### src/rtl/mc_pkg.sv
// Shared encodings for the multi-cycle control unit: state codes, opcodes,
// ALU/mux select codes, trap causes and a few decode helpers.
package mc_pkg;

    typedef enum logic [2:0] {
        ST_IF   = 3'd0,
        ST_ID   = 3'd1,
        ST_EX   = 3'd2,
        ST_MEM  = 3'd3,
        ST_WB   = 3'd4,
        ST_TRAP = 3'd7
    } state_e;

    typedef enum logic [1:0] {
        TRAP_NONE     = 2'd0,
        TRAP_ILLEGAL  = 2'd1,
        TRAP_MISALIGN = 2'd2,
        TRAP_TIMEOUT  = 2'd3
    } trap_cause_e;

    localparam logic [6:0] OPC_LUI    = 7'b0110111;
    localparam logic [6:0] OPC_AUIPC  = 7'b0010111;
    localparam logic [6:0] OPC_JAL    = 7'b1101111;
    localparam logic [6:0] OPC_JALR   = 7'b1100111;
    localparam logic [6:0] OPC_BRANCH = 7'b1100011;
    localparam logic [6:0] OPC_LOAD   = 7'b0000011;
    localparam logic [6:0] OPC_STORE  = 7'b0100011;
    localparam logic [6:0] OPC_OPIMM  = 7'b0010011;
    localparam logic [6:0] OPC_OP     = 7'b0110011;

    localparam logic [3:0] ALU_ADD  = 4'b0000;
    localparam logic [3:0] ALU_BEQ  = 4'b1001;
    localparam logic [3:0] ALU_BNE  = 4'b1010;
    localparam logic [3:0] ALU_BLT  = 4'b1011;
    localparam logic [3:0] ALU_BGE  = 4'b1100;
    localparam logic [3:0] ALU_BLTU = 4'b1110;
    localparam logic [3:0] ALU_BGEU = 4'b1111;

    localparam logic [1:0] PCSRC_PC4    = 2'd0;
    localparam logic [1:0] PCSRC_ALU    = 2'd1;
    localparam logic [1:0] PCSRC_ALU_E  = 2'd2;
    localparam logic [1:0] PCSRC_BRANCH = 2'd3;

    localparam logic [1:0] RWSRC_PC4  = 2'd0;
    localparam logic [1:0] RWSRC_LOAD = 2'd1;
    localparam logic [1:0] RWSRC_ALU  = 2'd2;

    localparam logic [1:0] SRCA_PC   = 2'd0;
    localparam logic [1:0] SRCA_RA1  = 2'd1;
    localparam logic [1:0] SRCA_ZERO = 2'd2;

    function automatic logic opcode_legal(input logic [6:0] opc);
        case (opc)
            OPC_LUI, OPC_AUIPC, OPC_JAL, OPC_JALR, OPC_BRANCH,
            OPC_LOAD, OPC_STORE, OPC_OPIMM, OPC_OP: return 1'b1;
            default: return 1'b0;
        endcase
    endfunction

    // Sizes a load/store may name when sub-word accesses are decoded.
    function automatic logic subword_f3_ok(input logic is_store, input logic [2:0] f3);
        if (is_store) return (f3 <= 3'b010);
        return (f3 <= 3'b010) || (f3 == 3'b100) || (f3 == 3'b101);
    endfunction

    // funct3 010/011 are unused branch encodings.
    function automatic logic branch_f3_legal(input logic [2:0] f3);
        return f3[2:1] != 2'b01;
    endfunction

    function automatic logic [3:0] branch_aluop(input logic [2:0] f3);
        case (f3)
            3'b000:  return ALU_BEQ;
            3'b001:  return ALU_BNE;
            3'b100:  return ALU_BLT;
            3'b101:  return ALU_BGE;
            3'b110:  return ALU_BLTU;
            3'b111:  return ALU_BGEU;
            default: return ALU_ADD;
        endcase
    endfunction

endpackage

### src/rtl/mc_be_gen.sv
// Data byte-enable generator: maps the access size in funct3[1:0] and the
// address low bits to lane enables, and flags accesses that straddle lanes.
module mc_be_gen (
    input  logic [2:0] funct3_i,
    input  logic [1:0] addr_lo_i,
    output logic [3:0] be_o,
    output logic       misaligned_o
);
    logic unused_sign;
    assign unused_sign = funct3_i[2];

    // Size decode: byte, half (even lanes only), word (lane 0 only).
    always_comb begin
        be_o         = 4'b0000;
        misaligned_o = 1'b0;
        case (funct3_i[1:0])
            2'b00: be_o = 4'b0001 << addr_lo_i;
            2'b01: begin
                be_o         = 4'b0011 << {addr_lo_i[1], 1'b0};
                misaligned_o = addr_lo_i[0];
            end
            2'b10: begin
                be_o         = 4'b1111;
                misaligned_o = |addr_lo_i;
            end
            default: be_o = 4'b0000;
        endcase
    end
endmodule

### src/rtl/mc_uctrl.sv
// Multi-cycle RV32I control unit: IF/ID/EX/MEM/WB sequencer with wait-state
// timeout and an absorbing TRAP state. uPC exposes the current state.
module mc_uctrl
    import mc_pkg::*;
#(
    parameter int SUBWORD = 1,
    parameter int WAIT_W  = 4,
    parameter int TIMEOUT = 15
) (
    input  logic        CLK,
    input  logic        RST,
    input  logic [31:0] INSTR,
    input  logic [1:0]  ADDR_LO,
    input  logic        MEM_RDY,
    output logic [2:0]  uPC,
    output logic [3:0]  ALUOp,
    output logic [1:0]  ALUSrcA,
    output logic        ALUSrcB,
    output logic [1:0]  PCSrc,
    output logic [1:0]  RWSrc,
    output logic [3:0]  D_MEM_BE,
    output logic [2:0]  LD_SIZE,
    output logic        D_MEM_WEN,
    output logic        RF_WE,
    output logic        PCWrite,
    output logic        isBranch,
    output logic        MemRead,
    output logic        IorD,
    output logic        IRWrite,
    output logic        ALUWrite,
    output logic        INSTR_FINISH,
    output logic [1:0]  TRAP_CAUSE
);
    // A TIMEOUT the counter cannot reach is treated as disabled.
    localparam bit                TMO_EN  = (TIMEOUT > 0) && (TIMEOUT < (1 << WAIT_W));
    localparam logic [WAIT_W-1:0] TMO_VAL = WAIT_W'(TIMEOUT);
    localparam logic [WAIT_W-1:0] CNT_MAX = '1;

    state_e            state_q, state_d;
    trap_cause_e       cause_q, cause_d;
    logic [WAIT_W-1:0] cnt_q, cnt_d;

    logic [6:0] opcode;
    logic [2:0] funct3;
    logic       rdy, timeout_hit, is_load, is_store, ls_ok, misaligned;
    logic [3:0] be;
    logic       unused_instr;

    assign opcode       = INSTR[6:0];
    assign funct3       = INSTR[14:12];
    assign unused_instr = ^{INSTR[31], INSTR[29:15], INSTR[11:7]};
    // Memory completion is ignored while reset is held so reset outputs stay clean.
    assign rdy          = MEM_RDY & ~RST;
    assign is_load      = (opcode == OPC_LOAD);
    assign is_store     = (opcode == OPC_STORE);
    assign timeout_hit  = TMO_EN && (cnt_q == TMO_VAL) && !rdy;
    assign ls_ok        = !(is_load || is_store) ? 1'b1 :
                          (SUBWORD != 0) ? subword_f3_ok(is_store, funct3) :
                          (funct3 == 3'b010);
    assign uPC          = state_q;
    assign TRAP_CAUSE   = cause_q;

    mc_be_gen u_be_gen (
        .funct3_i    (funct3),
        .addr_lo_i   (ADDR_LO),
        .be_o        (be),
        .misaligned_o(misaligned)
    );

    // State, wait counter and first trap cause; reset lands in IF.
    always_ff @(posedge CLK or posedge RST) begin
        if (RST) begin
            state_q <= ST_IF;
            cnt_q   <= '0;
            cause_q <= TRAP_NONE;
        end else begin
            state_q <= state_d;
            cnt_q   <= cnt_d;
            cause_q <= cause_d;
        end
    end

    // Wait counter: counts stalled IF/MEM cycles, cleared on any other cycle.
    always_comb begin
        cnt_d = '0;
        if ((state_q == ST_IF || state_q == ST_MEM) && !rdy)
            cnt_d = (cnt_q == CNT_MAX) ? cnt_q : cnt_q + 1'b1;
    end

    // Next state and all control outputs, inactive unless the state sets them.
    always_comb begin
        state_d      = state_q;
        cause_d      = cause_q;
        ALUOp        = ALU_ADD;
        ALUSrcA      = SRCA_PC;
        ALUSrcB      = 1'b0;
        PCSrc        = PCSRC_PC4;
        RWSrc        = RWSRC_PC4;
        D_MEM_BE     = 4'b0000;
        LD_SIZE      = 3'b000;
        D_MEM_WEN    = 1'b1;
        RF_WE        = 1'b0;
        PCWrite      = 1'b0;
        isBranch     = 1'b0;
        MemRead      = 1'b0;
        IorD         = 1'b0;
        IRWrite      = 1'b0;
        ALUWrite     = 1'b0;
        INSTR_FINISH = 1'b0;
        case (state_q)
            ST_IF: begin
                MemRead = 1'b1;
                if (rdy) begin
                    IRWrite = 1'b1;
                    state_d = ST_ID;
                end else if (timeout_hit) begin
                    state_d = ST_TRAP;
                    cause_d = TRAP_TIMEOUT;
                end
            end
            ST_ID: begin
                if (opcode_legal(opcode) && ls_ok) begin
                    state_d = ST_EX;
                end else begin
                    state_d = ST_TRAP;
                    cause_d = TRAP_ILLEGAL;
                end
            end
            ST_EX: begin
                ALUWrite = 1'b1;
                ALUSrcB  = 1'b1;
                state_d  = ST_WB;
                case (opcode)
                    OPC_LUI:            ALUSrcA = SRCA_ZERO;
                    OPC_AUIPC, OPC_JAL: ALUSrcA = SRCA_PC;
                    OPC_JALR:           ALUSrcA = SRCA_RA1;
                    OPC_LOAD, OPC_STORE: begin
                        ALUSrcA = SRCA_RA1;
                        state_d = ST_MEM;
                    end
                    // Register operand A for the arithmetic forms.
                    OPC_OPIMM: begin
                        ALUSrcA = SRCA_RA1;
                        ALUOp   = {(funct3 == 3'b101) & INSTR[30], funct3};
                    end
                    OPC_OP: begin
                        ALUSrcA = SRCA_RA1;
                        ALUSrcB = 1'b0;
                        ALUOp   = {INSTR[30], funct3};
                    end
                    OPC_BRANCH: begin
                        ALUSrcA = SRCA_PC;
                        if (branch_f3_legal(funct3)) begin
                            ALUOp        = branch_aluop(funct3);
                            PCSrc        = PCSRC_BRANCH;
                            isBranch     = 1'b1;
                            PCWrite      = 1'b1;
                            INSTR_FINISH = 1'b1;
                            state_d      = ST_IF;
                        end else begin
                            state_d = ST_TRAP;
                            cause_d = TRAP_ILLEGAL;
                        end
                    end
                    default: begin
                        state_d = ST_TRAP;
                        cause_d = TRAP_ILLEGAL;
                    end
                endcase
            end
            ST_MEM: begin
                // A misaligned address never reaches the bus.
                if (misaligned) begin
                    state_d = ST_TRAP;
                    cause_d = TRAP_MISALIGN;
                end else begin
                    MemRead = 1'b1;
                    IorD    = 1'b1;
                    if (is_store) begin
                        D_MEM_WEN = 1'b0;
                        D_MEM_BE  = be;
                    end
                    if (rdy) begin
                        if (is_store) begin
                            PCWrite      = 1'b1;
                            INSTR_FINISH = 1'b1;
                            state_d      = ST_IF;
                        end else begin
                            state_d = ST_WB;
                        end
                    end else if (timeout_hit) begin
                        state_d = ST_TRAP;
                        cause_d = TRAP_TIMEOUT;
                    end
                end
            end
            ST_WB: begin
                RF_WE        = 1'b1;
                PCWrite      = 1'b1;
                INSTR_FINISH = 1'b1;
                state_d      = ST_IF;
                case (opcode)
                    OPC_JAL:  PCSrc = PCSRC_ALU;
                    OPC_JALR: PCSrc = PCSRC_ALU_E;
                    OPC_LOAD: begin
                        RWSrc   = RWSRC_LOAD;
                        LD_SIZE = funct3;
                    end
                    default:  RWSrc = RWSRC_ALU;
                endcase
            end
            ST_TRAP: state_d = ST_TRAP;
            default: state_d = ST_IF;
        endcase
    end
endmodule

### config.mk
export PLATFORM = sky130hd
export DESIGN_NAME = mc_uctrl
export DESIGN_NICKNAME = d
export VERILOG_FILES = /design/src/rtl/mc_pkg.sv /design/src/rtl/mc_be_gen.sv /design/src/rtl/mc_uctrl.sv
export SDC_FILE = /design/constraint.sdc
export NUM_CORES = 1
export LEC_CHECK = 0
export CORE_MARGIN = 2
export CORE_UTILIZATION = 38
export DETAILED_ROUTE_END_ITERATION = 8
export PLACE_DENSITY = 0.91
export SYNTH_ARGS = -nofsm -noshare
export SYNTH_HDL_FRONTEND = slang
export SYNTH_SLANG_ARGS = --single-unit
### constraint.sdc
create_clock -name CLK -period 2.4 [get_ports CLK]
set_input_delay 0.24 -clock CLK [delete_from_list [all_inputs] [get_ports CLK]]
set_output_delay 0.24 -clock CLK [all_outputs]
set_load 0.01 [all_outputs]
==> run metrics <==
status=finished clean; post-DP HPWL=3.11 mm; Routed WL=4.25 mm; largest net degree at the start of global routing=16; core area=0.00303 mm^2; Syn Nets=207; Max VDD drop=0.000577 V; flops & latches, synth=9; Antenna Cells=0; sequential cell area=225 um^2; Worst setup SP type=input pin; clk_lat worst skew=260 ps; antenna violations before repair=0; Pwr Density=577 mW/mm^2; critical path data arrival time=2110 ps; Worst slew margin=0.666; crit path kind=input pin to output pin; DR iter-0 viols=71; H-Tree Depth=1; Max Clock Freq=425 MHz; GR met2 Demand/Resource=0.433; cells after synthesis=164; r2r setup slk=550 ps; first-pass GRT wire length=6.64 mm; Worst-Margin Slew=488 ps; DR vias=1,620; min cycle time layout=2350 ps; Post-Synthesis Cell Area=0.00120 mm^2; cell taking the most area after synthesis=dfrtp_1; GR Util met1=0.282; CTS tree=done; max cap viols=0; WL/cell=14.5 um; R2R cell count=7; met3 Track Usage GR=0.0303; Async S/R FF share, synth=1.00; skew final=3.45 ps; post-placement setup slack=-353 ps; endpoints failing setup=0; Static Leakage=0.00102 uW; Post-synth top flop=dfrtp_1; clk slew on worst S/H paths=60 ps; final design utilization=0.693; Max FO, Critical Path=3; clock sink total=9; Critical R2R Capture=TRAP_CAUSE[1]$_DFFE_PP0P_; port bufs=47; most area-consuming cells after synthesis=dfrtp_1 (19%), nor2_1 (7.2%), ha_1 (6.2%), nor2b_1 (4.7%), nor3_1 (3.7%); Initial Utilization=0.398; Worst setup EP type=output pin; fin worst setup slack=47.6 ps; worst r2r src=uPC[0]$_DFF_PP0_; Post-synth EDFFs=0; TNS Setup=0 ps; Final Non-Filler Cells=294; GP Congestion=0.924; DRT antenna net count=0; busiest layer in global routing=met2; Commonest cells post-synth=nor2_1 (23), dfrtp_1 (9), nor2b_1 (9), nor3_1 (9), a21oi_1 (8); Synth top area share=0.187; vias in the first global route=1,601; drt first pass iters=4; Filler cells=226; Area Growth Syn to Fin=74.3%; clock root cell=clkbuf_4; Die H=60.3 um; most numerous cell in the Yosys netlist=nor2_1; Max clock buf depth=2; Final Hold Fails=0; Synth cell types=53; Yosys Warn Count=0; DP Cell Count=284; total CTS buffers=3; min-delay worst type=input pin to asynchronous set/reset pin; Final Slew Violations=0; total power=1210 uW; DRC viols=0; die width=60.3 um; Global Route Usage Sum=0.237; layout cells sized above 1=0.284; I/O pins=69; Overflow after GRT=0; fin crit share=0.980; sequential fraction of the synthesis area=0.187; Worst EP required=2160 ps; Syn Area/Cell=7.34 um^2; Final Net Count=294; Via density=5.51; Multi-input gate area=970 um^2; full die area=0.00363 mm^2; Rows=20
## repair_timing
action,CTS,global route
buffers inserted,5,1
cloned,0,0
pin swaps,5,4
resized for setup,26,22
hold buffers,0,0
setup endpoints to repair,16,13
## cells by family after synthesis
group / synth area share
mux: 0.00832
simple gates: 0.399
buf+inv: 0.0665
compound gates: 0.262
flops: 0.187
xor+xnor: 0.0146
fa+ha+maj: 0.0624
## critical path, stage by stage
cell and delay, ps:
dlygate4sd2_1 280, inv_2 90, ha_4 250, o211a_1 150
nor3_2 160, nand4_1 200, buf_4 210, nor4b_4 250
or3_1 160, clkbuf_2 130
## sequential cells by signal, summed over array words and instances, names as in the netlist
signal and count:
cnt_q 4, uPC 3, TRAP_CAUSE 2
## layout make-up
cell class,count,share of cell area
tap,44,0.0262
timing repair buffer,91,0.377
sequential,9,0.107
multi-input combinational,138,0.462
clock buffer,4,0.0125
inverter,8,0.0143
## metal layers
| layer | up-vias | routed length [um] |
|---|---|---|
| met1 | 764 | 1740 |
| li1 | 783 | - |
| met3 | 4 | 247 |
| met2 | 69 | 2230 |
| met5 | - | 0 |
| met4 | 0 | 39 |
## how the worst max path moves through the flow
stage                     depth (start not counted)  slack, ps            to             start
after floorplan                                   6        340       PCWrite  uPC[0]$_DFF_PP0_
after global placement                            9       -290       PCWrite         INSTR[12]
after detailed placement                          9       -350       PCWrite         INSTR[12]
after CTS                                         5       -0.9    LD_SIZE[1]          INSTR[2]
after global routing                             10        -20  INSTR_FINISH         INSTR[13]
final                                            10         50       PCWrite         INSTR[13]
## report_power, final
group	total, uW	internal, uW	leakage, uW	switching (uW)
registers	229	199	0.000115	30.4
clock network	112	63.8	0.0000150	48.1
logic	869	407	0.000895	462
total	1210	669	0.00102	541
## stage by stage
stage	area (um^2)	hold slack (ps)
CTS	2050	293
global route	2100	346
floorplan	1200	67.9
finish	2100	292
global placement	1960	554
detailed placement	1960	571
## cell usage in the layout, fill, tap and decap left out, types with 3 or more instances in the layout
cell type	netlist	layout
o21ai_0	7	7
nand2_1	7	7
o21ai_1	4	4
inv_2	2	4
clkbuf_2	0	3
nor3_1	9	6
nor3_2	1	4
inv_1	5	3
o21a_1	4	4
nor2b_1	9	8
dlygate4sd2_1	0	10
nor2_1	23	21
nor4_1	4	3
dfrtp_1	9	9
dlymetal6s2s_1	0	8
nand2b_1	4	4
nand3_1	5	5
clkbuf_4	0	3
a21oi_1	8	8
nand3b_1	3	3
clkdlybuf4s50_1	0	25
a21o_1	3	3
ha_1	6	3
a211oi_1	3	3
buf_4	2	43
Note: power is estimated with default switching activity, not from simulation.
